## config.mk

```make
export PLATFORM = sky130hd
export DESIGN_NAME = prog_loader
export DESIGN_NICKNAME = d
export VERILOG_FILES = /design/src/rtl/prog_loader.sv
export SDC_FILE = /design/constraint.sdc
export NUM_CORES = 1
export LEC_CHECK = 0
export CAP_MARGIN = 20
export CORE_MARGIN = 5
export CORE_UTILIZATION = 40
export DETAILED_ROUTE_END_ITERATION = 6
export GPL_ROUTABILITY_DRIVEN = 0
export GPL_TIMING_DRIVEN = 1
export PLACE_DENSITY = 0.67
export SLEW_MARGIN = 25
export SYNTH_ARGS = -nofsm -noshare
export SYNTH_HDL_FRONTEND = slang
export SYNTH_SLANG_ARGS = --single-unit
```

## constraint.sdc

```tcl
create_clock -name clock_i -period 2.1 [get_ports clock_i]
set_input_delay 0.63 -clock clock_i [delete_from_list [all_inputs] [get_ports clock_i]]
set_output_delay 0.63 -clock clock_i [all_outputs]
set_load 0.005 [all_outputs]
```

## src/rtl/prog_loader.sv

```systemverilog
// Nibble-serial program loader: assembles bytes and writes them to program memory, holding the CPU in reset.
// Latency: write strobe one cycle after the low-nibble transfer; each byte takes at least 3 cycles.
// Backpressure: nib_ready_o is a pure function of state; low in WRITE/IDLE/DONE. Optional checksum: PROG_LOADER_CHECKSUM_EN.
module prog_loader #(
    parameter logic [11:0] BASE_ADDR = 12'h000
) (
    input  logic        clock_i,
    input  logic        reset_i,
    input  logic        start_i,
    input  logic [11:0] length_i,
    input  logic        nib_valid_i,
    input  logic [3:0]  nib_data_i,
    output logic        nib_ready_o,
    output logic        mem_we_o,
    output logic [11:0] mem_addr_o,
    output logic [7:0]  mem_wdata_o,
    output logic        cpu_hold_o,
    output logic        busy_o,
    output logic        done_o,
    output logic        chk_err_o
);

    typedef enum logic [2:0] {
        IDLE   = 3'd0,
        HI     = 3'd1,
        LO     = 3'd2,
        WRITE  = 3'd3,
        CHK_HI = 3'd4,
        CHK_LO = 3'd5,
        DONE   = 3'd6
    } state_e;

    state_e      state_q, state_d;
    logic [11:0] cnt_q, cnt_d;
    logic [11:0] addr_q, addr_d;
    logic [3:0]  hi_q, hi_d;
    logic [3:0]  lo_q, lo_d;
    logic        xfer;
`ifdef PROG_LOADER_CHECKSUM_EN
    logic [7:0]  sum_q, sum_d;
    logic        chk_err_q, chk_err_d;
`endif

    always_comb begin
        nib_ready_o = (state_q == HI) || (state_q == LO) ||
                      (state_q == CHK_HI) || (state_q == CHK_LO);
        mem_we_o    = (state_q == WRITE);
        busy_o      = (state_q != IDLE) && (state_q != DONE);
        cpu_hold_o  = busy_o;
        done_o      = (state_q == DONE);
        mem_addr_o  = addr_q;
        mem_wdata_o = {hi_q, lo_q};
`ifdef PROG_LOADER_CHECKSUM_EN
        chk_err_o   = chk_err_q;
`else
        chk_err_o   = 1'b0;
`endif
    end

    assign xfer = nib_valid_i && nib_ready_o;

    always_comb begin
        state_d   = state_q;
        cnt_d     = cnt_q;
        addr_d    = addr_q;
        hi_d      = hi_q;
        lo_d      = lo_q;
`ifdef PROG_LOADER_CHECKSUM_EN
        sum_d     = sum_q;
        chk_err_d = chk_err_q;
`endif
        case (state_q)
            IDLE, DONE: begin
                if (start_i) begin
                    // length 0 counts down from 0 through 12'hFFF, giving 4096 bytes
                    cnt_d   = length_i;
                    addr_d  = BASE_ADDR;
                    state_d = HI;
`ifdef PROG_LOADER_CHECKSUM_EN
                    sum_d     = 8'h00;
                    chk_err_d = 1'b0;
`endif
                end
            end
            HI: begin
                if (xfer) begin
                    hi_d    = nib_data_i;
                    state_d = LO;
                end
            end
            LO: begin
                if (xfer) begin
                    lo_d    = nib_data_i;
                    state_d = WRITE;
                end
            end
            WRITE: begin
                addr_d = addr_q + 12'd1;
                cnt_d  = cnt_q - 12'd1;
`ifdef PROG_LOADER_CHECKSUM_EN
                sum_d  = sum_q + {hi_q, lo_q};
                state_d = (cnt_q == 12'd1) ? CHK_HI : HI;
`else
                state_d = (cnt_q == 12'd1) ? DONE : HI;
`endif
            end
`ifdef PROG_LOADER_CHECKSUM_EN
            CHK_HI: begin
                if (xfer) begin
                    hi_d    = nib_data_i;
                    state_d = CHK_LO;
                end
            end
            CHK_LO: begin
                // the checksum byte is folded into the sum but never written to memory
                if (xfer) begin
                    sum_d     = sum_q + {hi_q, nib_data_i};
                    chk_err_d = (sum_d != 8'h00);
                    state_d   = DONE;
                end
            end
`endif
            default: state_d = IDLE;
        endcase
    end

    always_ff @(posedge clock_i) begin
        if (!reset_i) begin
            state_q <= IDLE;
            cnt_q   <= 12'd0;
            addr_q  <= BASE_ADDR;
            hi_q    <= 4'd0;
            lo_q    <= 4'd0;
`ifdef PROG_LOADER_CHECKSUM_EN
            sum_q     <= 8'h00;
            chk_err_q <= 1'b0;
`endif
        end else begin
            state_q <= state_d;
            cnt_q   <= cnt_d;
            addr_q  <= addr_d;
            hi_q    <= hi_d;
            lo_q    <= lo_d;
`ifdef PROG_LOADER_CHECKSUM_EN
            sum_q     <= sum_d;
            chk_err_q <= chk_err_d;
`endif
        end
    end

endmodule
```

## Word-level counts from Yosys, hierarchy flattened

Index checks and enable logic that the tools add are counted.

- Logic and storage cells: 40
- Bits of input ports: 20
- Flip-flop bits (word level): 35

- Reduce and logical (&&, ||, !) cells: 13
- $add $sub $neg: 2
- Eq/ne operators: 11
- Multiplexer cells: 9

Operators by type and width:

| cell | count |
|---|---|
| $pmux 12 s2 | 2 |
| $mux 12 | 2 |
| $add 12x1->12 const B | 1 |
| $eq 12x1->1 const B | 1 |
| $mux 3 | 4 |
| $pmux 3 s4 | 1 |
| $sub 12x1->12 const B | 1 |
| $eq 3x3->1 const B | 3 |
| $eq 3x2->1 const B | 2 |
| $ne 2x2->1 const B | 3 |
| $reduce_and 2->1 | 3 |
| $eq 3x1->1 const B | 1 |
| $logic_not 3->1 | 1 |
| $logic_or 1x1->1 | 3 |
| $ne 3x3->1 const B | 1 |
| $reduce_and 3->1 | 1 |
| $reduce_bool 3->1 | 1 |
| $logic_and 1x1->1 | 2 |
| $reduce_bool 2->1 | 1 |
| $reduce_or 2->1 | 1 |

## Depth between registers and ports, before layout

Gate-level depths: netlist of run 1.

- Depth after elaboration: 7
- Mapped depth: 7

## Worst setup path after synthesis of run 1

OpenSTA, ideal clock, no wires.

- Kind: flip-flop to output port
- Start: register state_q[1]
- End: output port mem_we_o
- Arrival: 1,023 ps
- Stages on the path, launching flop included: 5
- Slack: 447 ps
- Cell sequence: dfxtp_1 > buf_2 > nand3b_4 > inv_2 > clkbuf_1

- Longest elaborated chain between the ends: 1

Ends and longest elaborated chain:

| what | line | source |
|---|---|---|
| from (decl) | 33 | `state_e state_q, state_d;` |
| from (signal assigned) | 139 | `state_q <= state_d;` |
| $eq 3x2->1 | 47 | `mem_we_o = (state_q == WRITE);` |
| to (decl) | 14 | `output logic mem_we_o,` |

Every way passes these cells.

## Worst setup path after layout of run 1

- Start: register state_q[1]
- End: output port cpu_hold_o

- Longest elaborated chain between the ends: 2
- Elaborated cells on any way between the ends: 3
- Those cells by class: eq/ne: 1; reduce/logical: 2

Ends and longest elaborated chain:

| what | line | source |
|---|---|---|
| $ne 3x3->1 or $reduce_bool 3->1 (tied branches) | 48 | `busy_o = (state_q != IDLE) && (state_q != DONE);` |
| $logic_and 1x1->1 * | 48 |  |
| to (decl) | 17 | `output logic cpu_hold_o,` |

Every way passes the cells marked *; elsewhere a longest branch is shown, timed or not.

==> results.json, run 1 <==
{
  "run_status": "complete, no violations",
  "yosys_register_bits": 35,
  "grt_pass1_vias": 1724,
  "drcViolationCount": 0,
  "setup.worst_path.end_class": "output pin",
  "rr_worst_depth": 4,
  "hold_viol": 0,
  "die-height_um": 77.5,
  "switching_share": 0.271,
  "vias_per_cell": 5.59,
  "rows": 24,
  "nNetsFinal": 294,
  "grt_pass1_wl_um": 7690,
  "ys_seq_area_frac": 0.384,
  "syn2layout_area_growth_pct": 36.4,
  "pin_count": 46,
  "cts-root-buf": "clkbuf_8",
  "critical_path.max_fanout": 7,
  "design_area_um2": 2490,
  "hp-start": "lo_q[3]$_SDFFE_PN0P_",
  "synth_cell_types": 51,
  "netSwitchingPower_mw": 0.407,
  "r2r_slack_ns": 0.36,
  "syn-instance-count": 221,
  "die_w_um": 77.5,
  "ir_worst_vdd_v": 0.000266,
  "clock-sinks": 35,
  "finalSetupViolations": 0,
  "start_util": 0.416,
  "synth_ff_type": "dfxtp_1",
  "track_usage": 0.153,
  "drtIter0Drc": 119,
  "p_clk_frac": 0.326,
  "leakagePower_nw": 0.901,
  "clockBufferDepth": 2,
  "detail-route-antenna-nets": 0,
  "coreArea_um2": 4380,
  "pwr-share-comb": 0.188,
  "numCtsBuffers": 5,
  "cts-resized-gates": 7,
  "tns_ns": 0,
  "cts-htree-levels": 2,
  "worst_skew_pair.late_latency_ns": 0.28,
  "crit_path_cell_trace": "xnor2_2, nand2b_1, clkdlybuf4s50_1",
  "worstSetupPathType": "flop to output pin",
  "critPathLaunchType": "flop",
  "tightestPinTransition_ns": 0.582,
  "syn_avg_cell_area_um2": 8.25,
  "grt_max_degree": 29,
  "drt_wl_total_um": 4530,
  "cts_hold_buf": 0,
  "syn_area_um2": 1820,
  "rsz0062_at_grt": "false",
  "grt-ovfl-total": 0,
  "synth.yosys.warnings": 0,
  "hold_end": "lo_q[3]$_SDFFE_PN0P_",
  "final_cell_mix": "clkdlybuf4s50_1, dfxtp_1, nand2_1, nor2_1, a21oi_1",
  "fillerInstances": 440,
  "firstDrtPassIters": 4,
  "dieArea_um2": 6010,
  "synth_nets": 244,
  "post-route-min-period_ns": 2.05,
  "drv_slew": 0,
  "p_int_mw": 1.10,
  "power_density_nw_per_um2": 604,
  "period_share": 0.975,
  "crit_required_ns": 1.47,
  "cap_violations": 0,
  "drive_above_1_share": 0.125,
  "avgRoutedWirePerCell_um": 14.0,
  "antenna_cells": 0,
  "hold_depth": 2,
  "cts_tree": "yes",
  "fmax_mhz": 488,
  "min_path_type": "flop to flop",
  "port_buffers": 44,
  "postCtsSetupRepairBufs": 0,
  "place_hpwl_um": 3290,
  "clk_pin_slew_ns": 0.07,
  "num_vias": 1806,
  "worstReg2RegEnd": "cnt_q[11]$_SDFFE_PN0P_",
  "seq_power_share": 0.486,
  "clock_skew_ns": 0.00435,
  "antenna_found_initial": 0,
  "async_flop_share": 0,
  "layout_commonest_cell": "clkdlybuf4s50_1",
  "relSlewSlack": 0.612,
  "slowest_stage": "clkdlybuf4s50_1",
  "postPlaceCellArea_um2": 2380,
  "synth_edf_count": 0,
  "cpPeakStageDelay_ns": 0.50,
  "arrival_ns": 1.42,
  "reg2reg_from": "cnt_q[6]$_SDFFE_PN0P_"
}
-- cells in the mapped netlist, types with 2 or more instances --
cell type / n / share of area
nor4_1: 3 / 0.010
nor2_1: 18 / 0.037
mux2i_1: 8 / 0.044
nand2_1: 23 / 0.047
inv_1: 6 / 0.012
a21oi_1: 17 / 0.047
nand2b_1: 3 / 0.010
clkbuf_1: 6 / 0.012
o311ai_0: 2 / 0.0096
or4_1: 2 / 0.0082
buf_1: 2 / 0.0041
inv_2: 2 / 0.0041
nor3_1: 5 / 0.014
buf_4: 2 / 0.0082
a31oi_1: 13 / 0.045
dfxtp_1: 35 / 0.38
and3_1: 2 / 0.0069
buf_2: 5 / 0.014
or3_1: 4 / 0.014
xnor2_1: 3 / 0.014
a311oi_1: 3 / 0.014
and4_1: 2 / 0.0096
nand4b_1: 2 / 0.0096
o21ai_0: 12 / 0.033
a41oi_1: 2 / 0.0096
nand4_1: 5 / 0.017
ha_1: 3 / 0.021
o211ai_1: 2 / 0.0082
nand3_1: 7 / 0.019
-- layer usage --
layer	routed length, um	up-vias	global-route usage
met1	2040	831	0.187
met2	2120	52	0.247
met5	0	-	0
met4	95	0	0.0653
li1	-	912	-
met3	281	11	0.0451
-- registers in the layout (all words and copies together), names as in the netlist --
| signal | count |
|---|---|
| cnt_q | 12 |
| mem_addr_o | 12 |
| hi_q | 4 |
| lo_q | 4 |
| state_q | 3 |
-- kinds of logic after synthesis --
family                     share of synthesized area
and+or+nand+nor                                0.262
AOI/OAI and AO/OA                              0.211
DFF                                            0.384
buffers and inverters                         0.0549
muxes                                         0.0501
adders and majority gates                     0.0206
xor gates and xnor gates                      0.0144
other                                        0.00206
-- stage by stage --
step                      utilization  setup slack (ns)  total power [mW]  std cells  hold slack, ns
after global routing            0.567           0.00175              1.58        323           0.523
after CTS                       0.566           0.00907              1.52        323           0.501
after detailed placement        0.542           -0.0728              1.03        316           0.487
final                           0.567            0.0515              1.50        323           0.493
after global placement          0.542           -0.0329              1.03        316           0.475
after floorplan                     -             0.447             0.904        221           0.464
-- critical path, delay by kind of cell, from the launching register on --
kind | cells | cell delay, ns
simple gates | 1 | 0.10
xor+xnor | 1 | 0.15
buf+inv | 1 | 0.50
flops | 1 | 0.38
-- final cells by class --
cell class | count | area (um2) | share of cell area
repair buffers | 58 | 563 | 0.226
well taps | 52 | 65.1 | 0.0262
inverters | 8 | 30.0 | 0.0121
clock inverters | 1 | 5.00 | 0.00201
multi-input cells | 163 | 1030 | 0.414
clock buffers | 6 | 82.6 | 0.0332
flip-flops and latches | 35 | 712 | 0.286
-- worst max path at each step --
stage	from	to	slack, ns
after floorplan	state_q[1]$_SDFFE_PN0P_	mem_we_o	0.45
after global placement	start_i	mem_addr_o[6]$_SDFFE_PN0P_	-0.03
after detailed placement	start_i	mem_addr_o[6]$_SDFFE_PN0P_	-0.07
after CTS	state_q[0]$_SDFFE_PN0P_	nib_ready_o	0.009
after global routing	state_q[1]$_SDFFE_PN0P_	cpu_hold_o	0.002
final	state_q[1]$_SDFFE_PN0P_	cpu_hold_o	0.05
-- power groups by stage --
stage,logic [mW],registers (mW),clock network [mW]
2_1_floorplan,0.171,0.734,0
3_3_place_gp,0.282,0.746,0
3_5_place_dp,0.284,0.746,0
4_1_cts,0.287,0.730,0.504
5_1_grt,0.316,0.735,0.530
6_report,0.283,0.731,0.490
Note: power is estimated with default switching activity, not from simulation.
==> run 2: changes to the inputs <==
--- a/config.mk
+++ b/config.mk
@@ -12,6 +12,7 @@
 export GPL_ROUTABILITY_DRIVEN = 0
 export GPL_TIMING_DRIVEN = 1
 export PLACE_DENSITY = 0.67
+export SKIP_CTS_REPAIR_TIMING = 1
 export SLEW_MARGIN = 25
 export SYNTH_ARGS = -nofsm -noshare
 export SYNTH_HDL_FRONTEND = slang
==> run 2 against run 1 <==
  * Setup slack better by 0.0032 ns
  * Sequential share of layout area hardly changed
  * Non-clock buffer count stayed put
  * Fmax is 0.16% higher
  * Critical path depth stayed put
  * Via count is 0.44% higher
  * Sequential cell count stayed put
  * Die area stayed put
  * Sequential power hardly changed
  * Clock skew hardly changed
  * Largest cell class unchanged
  * Highest routed layer unchanged
==> results.json, run 2 (synthesis results as in run 1) <==
{
  "avgRoutedWirePerCell_um": 14.1,
  "route.met3.wl_um": 293,
  "cts_tree": "yes",
  "ir_worst_vdd_v": 0.000266,
  "worstSetupPathType": "flop to output pin",
  "whs_ns": 0.493,
  "grt_pass1_wl_um": 7660,
  "tightestPinTransition_ns": 0.582,
  "numCtsBuffers": 5,
  "critPathLaunchType": "flop",
  "layout_commonest_cell": "clkdlybuf4s50_1",
  "place_hpwl_um": 3290,
  "grt_pass1_vias": 1715,
  "drtIter0Drc": 119,
  "rsz0062_at_grt": "false",
  "cap_violations": 0,
  "nNetsFinal": 294,
  "die_w_um": 77.5,
  "hold_depth": 2,
  "relSlewSlack": 0.612,
  "finalSetupViolations": 0,
  "drcViolationCount": 0,
  "grt_max_degree": 29,
  "post-route-min-period_ns": 2.05,
  "period_share": 0.974,
  "dr.max_layer_used": "met4",
  "track_usage": 0.152,
  "port_buffers": 44,
  "rows": 24,
  "crit_required_ns": 1.47,
  "power_density_nw_per_um2": 603,
  "die-height_um": 77.5,
  "min_path_type": "flop to flop",
  "num_vias": 1814,
  "setup.worst_path.end_class": "output pin",
  "critical_path.max_fanout": 8,
  "clock-sinks": 35,
  "clockBufferDepth": 2,
  "fillerInstances": 439,
  "coreArea_um2": 4380,
  "grt-ovfl-total": 0,
  "final_cell_mix": "clkdlybuf4s50_1, dfxtp_1, nand2_1, nor2_1, a21oi_1",
  "run_status": "complete, no violations",
  "fmax_mhz": 489,
  "rr_worst_depth": 4,
  "cts-htree-levels": 2,
  "syn2layout_area_growth_pct": 36.6,
  "hold_viol": 0,
  "firstDrtPassIters": 4,
  "drt_wl_total_um": 4540,
  "finish.utilization": 0.568,
  "pin_count": 46,
  "wl_met1_um": 2030,
  "start_util": 0.416,
  "p_total_mw": 1.50,
  "antenna_found_initial": 0,
  "dieArea_um2": 6010,
  "dr_wl_met2_um": 2130,
  "leakagePower_nw": 0.914,
  "detail-route-antenna-nets": 0,
  "worst_skew_pair.late_latency_ns": 0.28,
  "clk_pin_slew_ns": 0.07,
  "clock_skew_ns": 0.00443,
  "antenna_cells": 0,
  "drv_slew": 0,
  "vias_per_cell": 5.62,
  "cts-root-buf": "clkbuf_8",
  "arrival_ns": 1.42,
  "drive_above_1_share": 0.125
}
[run 2: metal layers]
layer / up-vias / track usage
met1: 837 / 0.187
met4: 0 / 0.0653
li1: 912 / -
met2: 54 / 0.246
met5: - / 0
met3: 11 / 0.0451
[run 2: cell type report]
class / count / area (um2) / share of cell area
Multi-Input combinational cell: 163 / 1030 / 0.414
Tap cell: 52 / 65.1 / 0.0261
Inverter: 8 / 30.0 / 0.0121
Clock inverter: 1 / 5.00 / 0.00201
Sequential cell: 35 / 712 / 0.286
Timing Repair Buffer: 58 / 566 / 0.227
Clock buffer: 6 / 82.6 / 0.0332
[run 2: worst paths after layout]
| check | from | endpoint | slack [ns] |
|---|---|---|---|
| worst max-delay path | state_q[0]$_SDFFE_PN0P_ | done_o | 0.05 |
| worst min register to register | lo_q[3]$_SDFFE_PN0P_ | lo_q[3]$_SDFFE_PN0P_ | 0.49 |
| worst min-delay path | lo_q[3]$_SDFFE_PN0P_ | lo_q[3]$_SDFFE_PN0P_ | 0.49 |
| worst max register to register | cnt_q[6]$_SDFFE_PN0P_ | cnt_q[11]$_SDFFE_PN0P_ | 0.36 |
[run 2: per-stage QoR]
stage | setup TNS, ns | instances | cell area [um2] | worst slack, ns
CTS | -0.625 | 323 | 2460 | -0.155
floorplan | 0 | 221 | 1820 | 0.447
global route | 0 | 323 | 2490 | 0.0158
global placement | -0.0788 | 316 | 2380 | -0.0329
finish | 0 | 323 | 2490 | 0.0547
detailed placement | -0.345 | 316 | 2380 | -0.0728
[run 2: power by group]
group          total, mW  internal (mW)  switching [mW]
Clock              0.490          0.257           0.233
Sequential         0.730          0.693          0.0376
Combinational      0.282          0.145           0.137
Total               1.50           1.09           0.407
[run 2: worst max-delay path: stages (launching register included)]
cell and delay (ns):
dfxtp_4 0.38, nand2b_1 0.16, nor2_1 0.09, clkdlybuf4s50_1 0.51
